**src/rtl/note_judge.sv**
```systemverilog
// rtl/note_judge.sv - song-clock note timing judge (match / miss / stray events)
//
// Ports:
//   clk, rst_n          clock, asynchronous active-low reset
//   start, stop         pulses: restart judging at song time 0 / halt to idle
//   btn[NUM_LANES]      debounced fret levels, 1 = pressed
//   note_valid/ready    chart FIFO handshake; note_time (ticks), note_lane
//   song_time           current song time in ticks
//   match_en, match_dt  hit pulse and absolute timing error at the hit
//   miss, stray         held note expired unhit / press matching no note
//   running             high while judging
module note_judge #(
    parameter int TICK_DIV  = 1000000,
    parameter int NUM_LANES = 5,
    parameter int WINDOW    = 100
) (
    input  logic                 clk,
    input  logic                 rst_n,
    input  logic                 start,
    input  logic                 stop,
    input  logic [NUM_LANES-1:0] btn,
    input  logic                 note_valid,
    input  logic [31:0]          note_time,
    input  logic [2:0]           note_lane,
    output logic                 note_ready,
    output logic [31:0]          song_time,
    output logic                 match_en,
    output logic [15:0]          match_dt,
    output logic                 miss,
    output logic                 stray,
    output logic                 running
);

    localparam int              TW        = (TICK_DIV > 1) ? $clog2(TICK_DIV) : 1;
    localparam logic [TW-1:0]   TICK_LAST = TW'(TICK_DIV - 1);
    localparam logic [32:0]     WIN       = 33'(WINDOW);

    typedef enum logic {IDLE, RUN} state_t;

    state_t                 state;
    logic [TW-1:0]          tick_cnt;
    logic                   held;
    logic [31:0]            held_time;
    logic [2:0]             held_lane;
    logic [NUM_LANES-1:0]   btn_q;

    logic [NUM_LANES-1:0]   rise;
    logic [7:0]             rise_ext;
    logic                   lane_rise;
    logic [32:0]            diff;
    logic [32:0]            abs_d;
    logic                   accept;
    logic                   hit;
    logic                   expire;

    assign running    = (state == RUN);
    assign note_ready = running & ~held;
    assign accept     = note_valid & note_ready;

    // Lanes beyond NUM_LANES read as zero, so an out-of-range note can
    // never be hit and only leaves through the miss path.
    assign rise      = btn & ~btn_q;
    assign rise_ext  = 8'(rise);
    assign lane_rise = rise_ext[held_lane];

    // Zero-extended subtraction gives the exact signed 33-bit error even
    // when the two times are far apart.
    assign diff   = {1'b0, song_time} - {1'b0, held_time};
    assign abs_d  = diff[32] ? (33'd0 - diff) : diff;
    assign hit    = held & lane_rise & (abs_d < WIN);
    assign expire = held & ($signed(diff) >= $signed(WIN));

    always_ff @(posedge clk or negedge rst_n) begin
        if (!rst_n) begin
            state     <= IDLE;
            tick_cnt  <= '0;
            song_time <= '0;
            held      <= 1'b0;
            held_time <= '0;
            held_lane <= '0;
            btn_q     <= '0;
            match_en  <= 1'b0;
            match_dt  <= '0;
            miss      <= 1'b0;
            stray     <= 1'b0;
        end else begin
            btn_q    <= btn;
            match_en <= 1'b0;
            miss     <= 1'b0;
            stray    <= 1'b0;

            if (stop) begin
                // Any held (or just-handed-over) note is dropped silently.
                state <= IDLE;
                held  <= 1'b0;
            end else if (start) begin
                state     <= RUN;
                tick_cnt  <= '0;
                song_time <= '0;
                held      <= accept;
                if (accept) begin
                    held_time <= note_time;
                    held_lane <= note_lane;
                end
            end else if (state == RUN) begin
                if (tick_cnt == TICK_LAST) begin
                    tick_cnt  <= '0;
                    song_time <= song_time + 32'd1;
                end else begin
                    tick_cnt <= tick_cnt + TW'(1);
                end

                // accept needs held=0 while hit/expire need held=1, so
                // these branches never compete.
                if (accept) begin
                    held      <= 1'b1;
                    held_time <= note_time;
                    held_lane <= note_lane;
                end else if (hit) begin
                    match_en <= 1'b1;
                    match_dt <= abs_d[15:0];
                    held     <= 1'b0;
                end else if (expire) begin
                    miss <= 1'b1;
                    held <= 1'b0;
                end

                stray <= (|rise) & ~hit;
            end
        end
    end

endmodule

```
**config.mk**
```make
export PLATFORM = sky130hd
export DESIGN_NAME = note_judge
export DESIGN_NICKNAME = d
export VERILOG_FILES = /design/src/rtl/note_judge.sv
export SDC_FILE = /design/constraint.sdc
export NUM_CORES = 1
export LEC_CHECK = 0
export BUFFER_PORTS_ARGS = -buffer_cell sky130_fd_sc_hd__buf_2
export CORE_AREA = 2 2 126 128
export CTS_BUF_LIST = sky130_fd_sc_hd__clkbuf_4
export DETAILED_ROUTE_END_ITERATION = 8
export DIE_AREA = 0 0 128 130
export PLACE_DENSITY = 0.75
export SLEW_MARGIN = 10
export SYNTH_ARGS = -nofsm -noshare
export SYNTH_HDL_FRONTEND = slang
export SYNTH_SLANG_ARGS = --single-unit
```
**constraint.sdc**
```tcl
create_clock -name clk -period 5.6 [get_ports clk]
set_input_delay 1.12 -clock clk [delete_from_list [all_inputs] [get_ports clk]]
set_output_delay 1.12 -clock clk [all_outputs]
set_load 0.005 [all_outputs]
```
==> flow_summary.toml <==
[status]
status = "finished, final reports clean"

[power_and_ir_drop]
p_leak_nw = 4.32
p_per_area_mw_per_mm2 = 273
ir_drop_v = 0.000241
switching_power_w = 0.00101
seq_power_share_pct = 36.0
p_sw_share_pct = 40.2
power_frac_comb_pct = 39.1
total_power_w = 0.00252
clockPowerShare_pct = 24.9
p_int_w = 0.00150

[hold_path]
min_to = "tick_cnt[14]"
min_path_type = "flip-flop to flip-flop"
whs_path_depth = 1
min_from = "tick_cnt[14]"

[routing]
firstDrtPassIters = 5
drtIter0Drc = 655
wl_per_cell_um = 16.0
num_vias = 7639
vias_per_cell = 5.93
drtAntennaViolNets = 0
wl_um = 20600
drc = 0

[synthesis]
synth.top_cell.area_share_pct = 34.2
synth_nets = 1073
yosys.cell_types.count = 85
synth-adder-area-share_pct = 5.54
yosysWarningCount = 0
ys.flop_type = "dfrtp_1"
syn_area_per_cell_um2 = 8.33
synthSimpleGateAreaFrac_pct = 26.8
synth-seq-cells = 113
synth_area_mm2 = 0.00826
synthMuxAreaShare_pct = 2.91
synth_top_family_by_area = "simple AND/OR/NAND/NOR gates"
syn_inst = 992
synth_compound_area_share_pct = 19.3
synth_area_leaders = "dfrtp_1 (34%), ha_1 (5.3%), nand2_1 (5.0%), nor2_1 (4.8%), o21ai_0 (4.2%)"
async_flop_share_pct = 100
synth_top_area_cell = "dfrtp_1"
synth_edf_count = 0
synth_seq_area_share_pct = 34.2
synth_xor_area_share_pct = 6.78

[flow_run]
cap_viol_max_count = 0

[clocking]
clk_path_buf_depth = 2
numCtsBuffers = 17
insertion_delay_ns = 0.57
clock_sinks = 113
cts-root-buf = "clkbuf_4"
ctsHoldBuffers = 0
path_clk_slew_ns = 0.12
tritoncts = "built"
cts_max_level = 4

[timing]
skew_ns = 0.0144
clock.fmax_mhz = 193
layout_setup_ws_ns = 0.411
relSlewSlack_pct = 35.8
final-hold-violation-count = 0
layout_min_cycle_time_ns = 5.19
fin_tns_setup_ns = 0
final_max_slew_viol_count = 0
worst_pin_slew_ns = 0.961
rsz0062_at_grt = "false"
setup_viol_count_final = 0
post-route-period-util_pct = 92.7

[grt]
track_usage_pct = 25.5
antenna_found_initial = 1
grt_pass1_wl_um = 34200
grt-ovfl-total = 0
grt_max_degree = 67
grt_pass1_vias = 6950

[critical_path]
r2r_cells = 16
worstReg2RegEnd = "match_dt[5]"
worst_ep_arrival_time_ns = 5.65
worstPathCellList = "inv_1 -> ha_1 -> inv_1 -> fa_1 -> xnor2_1 -> nand2_1 -> nor3_1 -> nand3_1 -> nor2_1 -> nand3_1 -> o31ai_1 -> o211ai_1 -> or4_4 -> nor4_4 -> nand3_4 -> mux2_4"
cp_max_fo = 17
crit-reg2reg-launch = "song_time[0]"
rrSetupSlack_ns = 0.41
timing.critical_path.from = "song_time[0]"
critPathLaunchType = "flip-flop"
crit_family = "simple AND/OR/NAND/NOR gates"
end_kind = "flip-flop"
crit_buf_inv = 2
slowest_stage = "or4_4"
crit_type = "flip-flop to flip-flop"
cpPeakStageDelay_ns = 0.56
cp.required_ns = 6.06

[floorplan]
initial_core_util_pct = 53.6
core_mm2 = 0.0154
die_w_um = 128
dieArea_mm2 = 0.0166
die_h_um = 130
row_count = 46
io_pins = 98

[cells_and_area]
drive_above_1_share_pct = 17.6
fin_nets = 1163
layout_commonest_cell = "dfrtp_1"
area_delta_synth_final_pct = 11.4
layout_common_cells = "dfrtp_1 (113), nand2_1 (110), nor2_1 (104), buf_2 (96), o21ai_0 (69)"
fillCellCount = 1444

[place]
dpl_worst_slack_ns = 0.258
post-dp-hpwl_um = 15500
place_congestion = 0.949
port-buffer-count = 97
-- cell usage after synthesis (all sizes together) (12+ instances only) --
cell type and n:
and2 22, nor3 30, nand3 40, mux2 14, ha 35, and3 25
o21ai 73, a21oi 52, nand2 110, nand4 24, dfrtp 113, xnor2 27
xor2 37, a21o 13, nor4 13, nor2 105, o211ai 12, nand2b 13
inv 55, clkbuf 23
-- stage by stage --
stage	utilization [%]	instance area, µm²	hold WS, ns	std cells
after CTS	59.5	9170	0.496	1285
after floorplan	-	8260	0.454	992
after global routing	59.7	9210	0.524	1288
after global placement	57.6	8880	0.475	1253
after detailed placement	57.6	8880	0.480	1253
final	59.7	9210	0.499	1288
-- how the worst max path moves through the flow --
stage                              to  slack, ns  cells after the start
after floorplan           match_dt[1]       1.00                     18
after global placement    match_dt[6]       0.34                     17
after detailed placement  match_dt[1]       0.26                     17
after CTS                 match_dt[5]       0.20                     17
after global routing      match_dt[2]       0.03                     16
final                     match_dt[5]       0.41                     16
-- kinds of logic (layout without fill, tap and decap cells) --
| group | count (synthesis) | in the layout |
|---|---|---|
| DFF | 113 | 113 |
| other | 0 | 1 |
| adders and majority gates | 36 | 36 |
| xor gates and xnor gates | 64 | 64 |
| AOI/OAI and AO/OA | 241 | 241 |
| and+or+nand+nor | 430 | 430 |
| muxes | 20 | 20 |
| buffers and inverters | 88 | 191 |
-- final cells by class --
class,instances,area (µm²),share of cell area [%]
diodes,1,2.50,0.0272
clock buffers,17,128,1.39
clock inverters,15,160,1.74
inverters,55,206,2.24
multi-input cells,791,5100,55.4
flip-flops and latches,113,2830,30.7
well taps,192,240,2.61
repair buffers,104,541,5.87
-- state kept, by name (all words and copies together) (netlist names) --
signal and cells:
held_time 32, song_time 32, tick_cnt 20, match_dt 16, btn_q 5, held_lane 3
held 1, match_en 1, miss 1, running 1, stray 1
-- routing by layer --
layer / vias to the layer above / track usage (%) / part of all wire [%]
met5: - / 0 / 0
met3: 27 / 4.96 / 4.7
li1: 3761 / - / -
met2: 213 / 38.8 / 45
met4: 0 / 8.08 / 1.7
met1: 3638 / 37.0 / 49
-- power by group through the flow --
stage | Clock (W) | Sequential, W | Combinational (W)
4_1_cts | 0.000640 | 0.000907 | 0.000961
3_3_place_gp | 0 | 0.000919 | 0.000945
5_1_grt | 0.000678 | 0.000914 | 0.00110
2_1_floorplan | 0 | 0.000916 | 0.000738
6_report | 0.000626 | 0.000906 | 0.000984
3_5_place_dp | 0 | 0.000923 | 0.000955
-- repair_timing --
item	in CTS	in global routing
buffers inserted	0	2
resized for setup	0	3
endpoints found under the setup margin	0	16
endpoints found under the hold margin	0	0
Note: power is estimated with default switching activity, not from simulation.
